**config.mk**
```make
export PLATFORM = sky130hd
export DESIGN_NAME = fetch_controller_flat
export DESIGN_NICKNAME = d
export VERILOG_FILES = /design/src/rtl/fetch_controller_if.sv /design/src/rtl/fetch_controller.sv /design/src/flat_wrapper.sv
export SDC_FILE = /design/constraint.sdc
export NUM_CORES = 1
export LEC_CHECK = 0
export CORE_ASPECT_RATIO = 0.9
export CORE_MARGIN = 2
export CORE_UTILIZATION = 47
export CTS_BUF_LIST = sky130_fd_sc_hd__clkbuf_8
export DETAILED_ROUTE_END_ITERATION = 7
export MAX_ROUTING_LAYER = met4
export PLACE_DENSITY = 0.83
export SLEW_MARGIN = 30
export SYNTH_ARGS = -nofsm -noshare
export SYNTH_HDL_FRONTEND = slang
export SYNTH_SLANG_ARGS = --single-unit
```
**constraint.sdc**
```tcl
create_clock -name clock -period 2.9 [get_ports clock]
set_input_delay 0.58 -clock clock [delete_from_list [all_inputs] [get_ports clock]]
set_output_delay 0.58 -clock clock [all_outputs]
set_load 0.05 [all_outputs]
```
**src/rtl/fetch_controller_if.sv**
```systemverilog
// fetch_controller_if: request/response bundle between the fetch controller, instruction memory and decode (perf counters under FETCH_CTRL_PERF_EN)
interface fetch_controller_if;
   logic        start;
   logic        mem_req;
   logic [31:0] mem_addr;
   logic [31:0] mem_rdata;
   logic [31:0] inst_out;
   logic [31:0] pc_out;
   logic        inst_valid;
   logic        inst_ready;
   logic        branch_taken;
   logic [31:0] branch_target;
   logic        halted;
   logic        error;
`ifdef FETCH_CTRL_PERF_EN
   logic [31:0] fetch_count;
   logic [31:0] stall_count;
   modport master (input start, mem_rdata, inst_ready, branch_taken, branch_target,
                   output mem_req, mem_addr, inst_out, pc_out, inst_valid, halted, error, fetch_count, stall_count);
   modport slave (output start, mem_rdata, inst_ready, branch_taken, branch_target,
                  input mem_req, mem_addr, inst_out, pc_out, inst_valid, halted, error, fetch_count, stall_count);
`else
   modport master (input start, mem_rdata, inst_ready, branch_taken, branch_target,
                   output mem_req, mem_addr, inst_out, pc_out, inst_valid, halted, error);
   modport slave (output start, mem_rdata, inst_ready, branch_taken, branch_target,
                  input mem_req, mem_addr, inst_out, pc_out, inst_valid, halted, error);
`endif
endinterface

```
**src/rtl/fetch_controller.sv**
```systemverilog
// fetch_controller: one-at-a-time instruction fetch FSM with branch redirect and halt detection; FETCH_CTRL_PERF_EN adds saturating fetch/stall counters
module fetch_controller #(
   parameter int unsigned MEM_WORDS = 32,
   parameter logic [31:0] RESET_PC  = 32'h0
) (
   input logic clock,
   input logic reset,
   fetch_controller_if.master bus
);
   typedef enum logic [2:0] {IDLE, FETCH, WAIT, VALID, HALT} state_t;
   state_t      r_state, w_next;
   logic [31:0] r_pc, r_inst, r_pc_out;
   logic        r_error;
   logic        w_bad, w_hs;
   assign w_bad = (r_pc[1:0] != 2'b00) || ({2'b00, r_pc[31:2]} >= MEM_WORDS);
   assign w_hs  = (r_state == VALID) && bus.inst_ready;
   assign bus.mem_req    = (r_state == FETCH) && !w_bad;
   assign bus.mem_addr   = bus.mem_req ? r_pc : 32'h0;
   assign bus.inst_valid = (r_state == VALID);
   assign bus.halted     = (r_state == HALT);
   assign bus.error      = r_error;
   assign bus.inst_out   = r_inst;
   assign bus.pc_out     = r_pc_out;
   // state register
   always_ff @(posedge clock)
      r_state <= reset ? IDLE : w_next;
   // next state; HALT is absorbing until reset
   always_comb begin
      w_next = r_state;
      case (r_state)
         IDLE:    w_next = bus.start ? FETCH : IDLE;
         FETCH:   w_next = w_bad ? HALT : WAIT;
         WAIT:    w_next = (bus.mem_rdata == 32'h0) ? HALT : VALID;
         VALID:   w_next = w_hs ? FETCH : VALID;
         default: w_next = HALT;
      endcase
   end
   // PC, instruction latch and sticky error; read data is only taken in WAIT so a reset mid-read drops it
   always_ff @(posedge clock)
      if (reset) begin
         r_pc     <= RESET_PC;
         r_inst   <= 32'h0;
         r_pc_out <= 32'h0;
         r_error  <= 1'b0;
      end else begin
         if (r_state == FETCH && w_bad) r_error <= 1'b1;
         if (r_state == WAIT && bus.mem_rdata != 32'h0) begin
            r_inst   <= bus.mem_rdata;
            r_pc_out <= r_pc;
         end
         if (w_hs) r_pc <= bus.branch_taken ? bus.branch_target : r_pc + 32'd4;
      end
`ifdef FETCH_CTRL_PERF_EN
   logic [31:0] r_fetch_count, r_stall_count;
   assign bus.fetch_count = r_fetch_count;
   assign bus.stall_count = r_stall_count;
   // saturating counts of accepted instructions and stalled VALID cycles
   always_ff @(posedge clock)
      if (reset) begin
         r_fetch_count <= 32'h0;
         r_stall_count <= 32'h0;
      end else begin
         if (w_hs && r_fetch_count != 32'hFFFF_FFFF) r_fetch_count <= r_fetch_count + 32'd1;
         if (r_state == VALID && !bus.inst_ready && r_stall_count != 32'hFFFF_FFFF)
            r_stall_count <= r_stall_count + 32'd1;
      end
`endif
endmodule

```
**src/flat_wrapper.sv**
```systemverilog
// flat-port wrapper written by rule: the top's interface ports become plain ports
module fetch_controller_flat 
#(
   parameter int unsigned MEM_WORDS = 32,
   parameter logic [31:0] RESET_PC  = 32'h0
)
  (clock, reset, bus_start, bus_mem_rdata, bus_inst_ready, bus_branch_taken, bus_branch_target, bus_mem_req, bus_mem_addr, bus_inst_out, bus_pc_out, bus_inst_valid, bus_halted, bus_error);
  fetch_controller_if bus_i ();
  input logic clock;
  input logic reset;
  input wire logic [$bits(bus_i.start)-1:0] bus_start;
  input wire logic [$bits(bus_i.mem_rdata)-1:0] bus_mem_rdata;
  input wire logic [$bits(bus_i.inst_ready)-1:0] bus_inst_ready;
  input wire logic [$bits(bus_i.branch_taken)-1:0] bus_branch_taken;
  input wire logic [$bits(bus_i.branch_target)-1:0] bus_branch_target;
  output wire logic [$bits(bus_i.mem_req)-1:0] bus_mem_req;
  output wire logic [$bits(bus_i.mem_addr)-1:0] bus_mem_addr;
  output wire logic [$bits(bus_i.inst_out)-1:0] bus_inst_out;
  output wire logic [$bits(bus_i.pc_out)-1:0] bus_pc_out;
  output wire logic [$bits(bus_i.inst_valid)-1:0] bus_inst_valid;
  output wire logic [$bits(bus_i.halted)-1:0] bus_halted;
  output wire logic [$bits(bus_i.error)-1:0] bus_error;
  assign bus_i.start = bus_start;
  assign bus_i.mem_rdata = bus_mem_rdata;
  assign bus_i.inst_ready = bus_inst_ready;
  assign bus_i.branch_taken = bus_branch_taken;
  assign bus_i.branch_target = bus_branch_target;
  assign bus_mem_req = bus_i.mem_req;
  assign bus_mem_addr = bus_i.mem_addr;
  assign bus_inst_out = bus_i.inst_out;
  assign bus_pc_out = bus_i.pc_out;
  assign bus_inst_valid = bus_i.inst_valid;
  assign bus_halted = bus_i.halted;
  assign bus_error = bus_i.error;
  fetch_controller #(.MEM_WORDS(MEM_WORDS), .RESET_PC(RESET_PC)) u_core (.clock(clock), .reset(reset), .bus(bus_i));
endmodule
```
* Word level (Yosys, flattened, before mapping) *
Index checks and enable logic that the tools add are counted.

operators by class
  add/subtract/negate cells = 1
  magnitude comparators = 1
  eq/ne operators = 4
  multiplexer cells = 7
  reduce and logical (&&, ||, !) cells = 10

operators by type and width
  kind                                                                count
  two-way mux 32 bit                                                  2
  adder 32 x 3 -> 32 bit, second input constant                       1
  logical NOT 32 bit                                                  1
  nonzero test 32 bit                                                 1
  greater-or-equal comparator 30 x 6 -> 1 bit, second input constant  1
  one-hot mux 3 bit (4 select lines)                                  1
  == test 3 x 2 -> 1 bit, second input constant                       2
  two-way mux 3 bit                                                   2
  logical AND 1 bit                                                   4
  == test 3 x 1 -> 1 bit, second input constant                       1
  == test 3 bit, second input constant                                1
  logical NOT 3 bit                                                   1
  two-way mux 2 bit                                                   1
  nonzero test 2 bit                                                  1
  logical NOT 1 bit                                                   1
  logical OR 1 bit                                                    1
  two-way mux 1 bit                                                   1

word-level totals
  flip-flop bits (word level) = 100
  input port bits = 69
  output and inout bits = 100
  logic and storage cells = 28

* Longest topological paths before layout *
Gate-level depths: netlist of run 1.

  depth after elaboration = 5
  mapped depth = 8
  depth with buffers taken out = 6

* Worst setup path before layout of run 1 *
No wires, ideal clock.

  kind = reg2out
  start point = register u_core.r_pc[27]
  end point = output bus_mem_addr[2]
  arrival = 2.629 ns
  slack = -0.309 ns
  cell stages (with the launch flop) = 7
  cell sequence = dfxtp_1 > clkbuf_1 > nor4_1 > and4_1 > nand4_1 > nor4b_2 > and2_1

on the way
  cells in the longest elaborated chain, start to end = 5

RTL lines
  item                                         line                    source
  from (decl)                                  fetch_controller.sv:12  logic [31:0] r_pc, r_inst, r_pc_out;
  from (signal assigned)                       fetch_controller.sv:51  if (w_hs) r_pc <= bus.branch_taken ? bus.branch_target : r_pc + 32'd4;
  greater-or-equal comparator 30 x 6 -> 1 bit  fetch_controller.sv:15  assign w_bad = (r_pc[1:0] != 2'b00) || ({2'b00, r_pc[31:2]} >= MEM_WORDS);
  logical OR 1 bit                             fetch_controller.sv:15
  logical NOT 1 bit                            fetch_controller.sv:17  assign bus.mem_req = (r_state == FETCH) && !w_bad;
  logical AND 1 bit                            fetch_controller.sv:17
  via bus_mem_req                              flat_wrapper.sv:16      output wire logic [$bits(bus_i.mem_req)-1:0] bus_mem_req;
  two-way mux 32 bit                           fetch_controller.sv:18  assign bus.mem_addr = bus.mem_req ? r_pc : 32'h0;
  to (decl)                                    flat_wrapper.sv:17      output wire logic [$bits(bus_i.mem_addr)-1:0] bus_mem_addr;

The timed path passes the listed nets, and every way through them passes these cells.

* Worst setup path in the final report of run 1 *
  start point = register u_core.r_pc[26]
  end point = register u_core.r_error, in the netlist u_core.bus.error

on the way
  cells in the longest elaborated chain, start to end = 3

RTL lines
  item                                         line                    source
  greater-or-equal comparator 30 x 6 -> 1 bit  fetch_controller.sv:15
  logical OR 1 bit                             fetch_controller.sv:15
  logical AND 1 bit                            fetch_controller.sv:46  if (r_state == FETCH && w_bad) r_error <= 1'b1;
  to (signal assigned)                         fetch_controller.sv:44  r_error <= 1'b0;
  to (signal assigned)                         fetch_controller.sv:46
  to (decl)                                    fetch_controller.sv:13  logic r_error;

No other way between the ends.
A chain may end at the register's enable or synchronous reset.

==> results of run 1 <==
[synth_stat cells, types with 3 or more instances]
cell type / number
o21ai_0: 18
and2_1: 6
nand2_1: 33
nor2_1: 86
a211oi_1: 11
dfxtp_1: 100
nor3_1: 11
inv_1: 8
a21oi_1: 26
buf_2: 12
o22ai_1: 7
nand3_1: 15
o21a_1: 4
and3_1: 6
mux2i_1: 67
clkbuf_1: 29
or4_1: 3
nand4_1: 10
buf_4: 30
or3_1: 5
nor4_1: 18
and4_1: 4
a22oi_1: 4
a31oi_1: 12
o31ai_1: 5
[what timing repair did]
action                                  4_1_cts  5_1_grt
gates resized for setup                       2       11
endpoints found under the setup margin        6        8
setup buffers                                12        2
pin swaps                                     2        4
[metrics by stage]
stage / hold slack, ns / worst slack, ns / util / TNS (ns)
final: 0.5003 / -0.03453 / 0.6790 / -0.03453
after global routing: 0.5042 / -0.06695 / 0.6790 / -0.1544
after CTS: 0.4928 / 0.002242 / 0.6728 / 0
after detailed placement: 0.4688 / 0.05401 / 0.6428 / 0
after global placement: 0.4574 / 0.2331 / 0.6428 / 0
after floorplan: 0.4483 / 0.06291 / - / 0
[critical path, stage by stage (launching register included)]
cell	delay (ns)
dfxtp_4	0.38
nor4_4	0.32
and4_1	0.24
nand4_1	0.20
buf_4	0.21
buf_4	0.12
buf_4	0.12
buf_4	0.12
buf_4	0.12
buf_4	0.12
buf_4	0.12
buf_4	0.12
buf_4	0.12
buf_4	0.12
buf_4	0.14
a41oi_2	0.18
nor2_1	0.05
[power groups by stage]
stage | clock network, W | registers (W) | logic, W
final | 0.000872 | 0.00159 | 0.00166
after global routing | 0.000932 | 0.00161 | 0.00174
after CTS | 0.000884 | 0.00159 | 0.00161
after detailed placement | 0 | 0.00162 | 0.00142
after global placement | 0 | 0.00161 | 0.00139
after floorplan | 0 | 0.00186 | 0.000715
[placed cells by master, fill, tap and decap left out, types with 2 or more instances in the layout]
cell type	n
nand3_1	15
nor4_4	2
clkbuf_8	11
nor2_1	86
buf_12	8
dfxtp_1	95
and4_1	4
a22oi_1	4
a21o_1	2
nand2_1	33
o22ai_1	7
ha_1	2
a21oi_1	26
nor4_1	15
nand4_1	10
mux2i_1	67
and4b_1	2
a211oi_1	11
inv_6	3
nor3_1	11
conb_1	27
a31oi_1	12
o32ai_1	2
clkdlybuf4s50_1	134
or3_1	5
nor2b_1	2
and3_1	6
dfxtp_2	4
o31ai_1	5
buf_4	30
o21ai_0	18
nand2b_1	2
o21a_1	4
or4_1	3
and2_1	5
inv_1	8
or2_2	2
[worst paths after layout]
| check | start | end | slack [ns] |
|---|---|---|---|
| setup reg to reg | u_core.r_pc[26]$_SDFFE_PP0P_ | u_core.bus.error$_SDFFE_PP0P_ | -0.03 |
| setup / recovery | u_core.r_pc[26]$_SDFFE_PP0P_ | u_core.bus.error$_SDFFE_PP0P_ | -0.03 |
| hold / removal | u_core.bus.error$_SDFFE_PP0P_ | u_core.bus.error$_SDFFE_PP0P_ | 0.50 |
| hold reg to reg | u_core.bus.error$_SDFFE_PP0P_ | u_core.bus.error$_SDFFE_PP0P_ | 0.50 |
[flip-flops by register name, summed over array words and instances, names as in the netlist]
register / cells
u_core.bus.error: 1
u_core.bus.inst_out: 32
u_core.bus.pc_out: 32
u_core.r_pc: 32
u_core.r_state: 3
[area by class of cell]
type	count	area, sq um	area share
clock buffer	11	151.4	0.02279
clock inverter	5	42.54	0.006403
inverter	8	30.03	0.004520
multi-input combinational	408	2525	0.3800
sequential	100	2011	0.3026
tap	126	157.7	0.02373
timing repair buffer	172	1727	0.2599
[cells by family (layout without fill, tap and decap cells)]
logic type | count (synthesis) | in the layout | share of synthesized area
compound gates | 99 | 99 | 0.1292
xor+xnor | 1 | 1 | 0.001824
fa+ha+maj | 2 | 2 | 0.005210
buf+inv | 80 | 196 | 0.08911
flops | 100 | 100 | 0.4169
mux | 67 | 67 | 0.1397
other cells | 1 | 27 | 0.0007809
simple gates | 212 | 212 | 0.2173
[per-layer routing]
layer	vias up	track usage
li1	2215	-
met1	2235	0.3086
met2	210	0.4096
met3	29	0.04529
met4	0	0.08077
met5	-	-
==> run_results.csv, run 1 <==
group,metric,value,unit
global_route,antenna_found_initial,0,
cts,numCtsBuffers,9,
setup_path,required,3.15,ns
pwr,p_leak,2.780,nW
timing,slew_headroom,0.5598,
timing,finalHoldViolations,0,
detailed_routing,wl_met2,6776,um
logic_synthesis,synth_ff_type,"dfxtp_1",
die,start_util,0.4908,
pwr,fin_total_pwr,0.004123,W
cts,cts_root_buf,"clkbuf_8",
die,io_pins,169,
detailed_routing,wirelength,13880,um
setup_path,crit_path_end_kind,"flop",
place,place_inst,800,
detailed_routing,ant_nets,0,
pwr,pwr-share-comb,0.402,
setup_path,worstSetupPathType,"reg -> reg",
cells_and_area,syn2layout_area_growth,38.35,%
cells_and_area,nets,770,
timing,worst_pin_slew,0.6543,ns
global_route,first_global_vias,4387,
global_route,grt_pass1_wl,22000,um
hold_path,min_path_type,"reg -> reg",
timing,final_period_minus_worst_setup_slack,2.935,ns
logic_synthesis,postSynth.asyncResetShare,0,
place,hpwl,9750,um
detailed_routing,drt_iter0_drc,260,
detailed_routing,via_per_inst,5.649,
logic_synthesis,synth_seq_cells,100,
pwr,p_seq_frac,0.387,
cts,tritoncts,"done",
logic_synthesis,ys_types,50,
cts,clkTransAtPathRegs,0.10,ns
detailed_routing,dr.pass1.iters,7,
logic_synthesis,synth_area_leaders,"dfxtp_1, mux2i_1, nor2_1, buf_4, a21oi_1",
job,cap_viol_max_count,0,
logic_synthesis,synth_edf_count,0,
timing,setup_viol,1,
cts,holdBufCountCts,0,
pwr,cell_internal_pwr,0.002597,W
global_route,overflow,0,
cts,cts.sinks,100,
logic_synthesis,synthCells,562,
setup_path,startpoint_type,"flop",
cts,clk_latency,0.36,ns
timing,setup_ws,-0.03453,ns
setup_path,path_max_fanout,4,
detailed_routing,vias,4689,
cells_and_area,antennaDiodeCount,0,
cells_and_area,final_cells,830,
logic_synthesis,synth_seq_area_share,0.4169,
pwr,p_per_area,620.5,nW/um^2
pwr,p_sw,0.001526,W
detailed_routing,detail_route.wl_per_cell,16.72,um
pwr,p_clk_frac,0.211,
logic_synthesis,yosysTopAreaCellShare,0.4169,
outcome,violations,"negative setup slack",
pwr,ir_worst_vdd,0.0004727,V
logic_synthesis,avgSynthCellArea,8.545,sq um
global_route,grt_max_degree,64,
outcome,status,"complete, but fails checks",
cts,htree_num_levels,3,
logic_synthesis,yosys_warnings,0,
detailed_routing,wl_met3,962,um
hold_path,hold_path_depth,2,
detailed_routing,routed.top_layer,"met4",
place,gp_congestion,0.8859,
cts,cts.path.max_buffers,2,
pwr,power.share.switching,0.3702,
setup_path,worst_ep_arrival_time,3.19,ns
global_route,grt_usage,0.2471,
die,dieWidth,110.6,um
timing,max_freq,0.3408,GHz
detailed_routing,drc,0,
cells_and_area,design_area,6644,sq um
timing,skew,0.01319,ns
die,die_y,99.90,um
cells_and_area,fillCellCount,767,
place,placed_cell_area,6290,sq um
timing,rsz0062_at_grt,"yes",
die,dieArea,11040,sq um
setup_path,rr_worst_depth,16,
logic_synthesis,synth.cell_area,4802,sq um
cells_and_area,drive_gt1_frac,0.09943,
logic_synthesis,yosysTopAreaCell,"dfxtp_1",
die,std_cell_rows,34,
place,port_buffers,141,
timing,slew_violations,0,
die,design.core.area,9784,sq um
timing,timing.final.crit_share,1.012,
detailed_routing,wirelength_met1,5831,um
(Power assumes the default switching activity.)
==> inputs of run 2 (changes only) <==
--- a/config.mk
+++ b/config.mk
@@ -5,6 +5,7 @@
 export SDC_FILE = /design/constraint.sdc
 export NUM_CORES = 1
 export LEC_CHECK = 0
+export ABC_CLOCK_PERIOD_IN_PS = 2900
 export CORE_ASPECT_RATIO = 0.9
 export CORE_MARGIN = 2
 export CORE_UTILIZATION = 47
==> results of run 2 <==
No change in the layout: final DEF, timing and power equal those of run 1.
==> inputs of run 3 (changes only) <==
--- a/config.mk
+++ b/config.mk
@@ -5,7 +5,6 @@
 export SDC_FILE = /design/constraint.sdc
 export NUM_CORES = 1
 export LEC_CHECK = 0
-export ABC_CLOCK_PERIOD_IN_PS = 2900
 export CORE_ASPECT_RATIO = 0.9
 export CORE_MARGIN = 2
 export CORE_UTILIZATION = 47
==> results of run 3 <==
No change in the layout: final DEF, timing and power equal those of run 1.
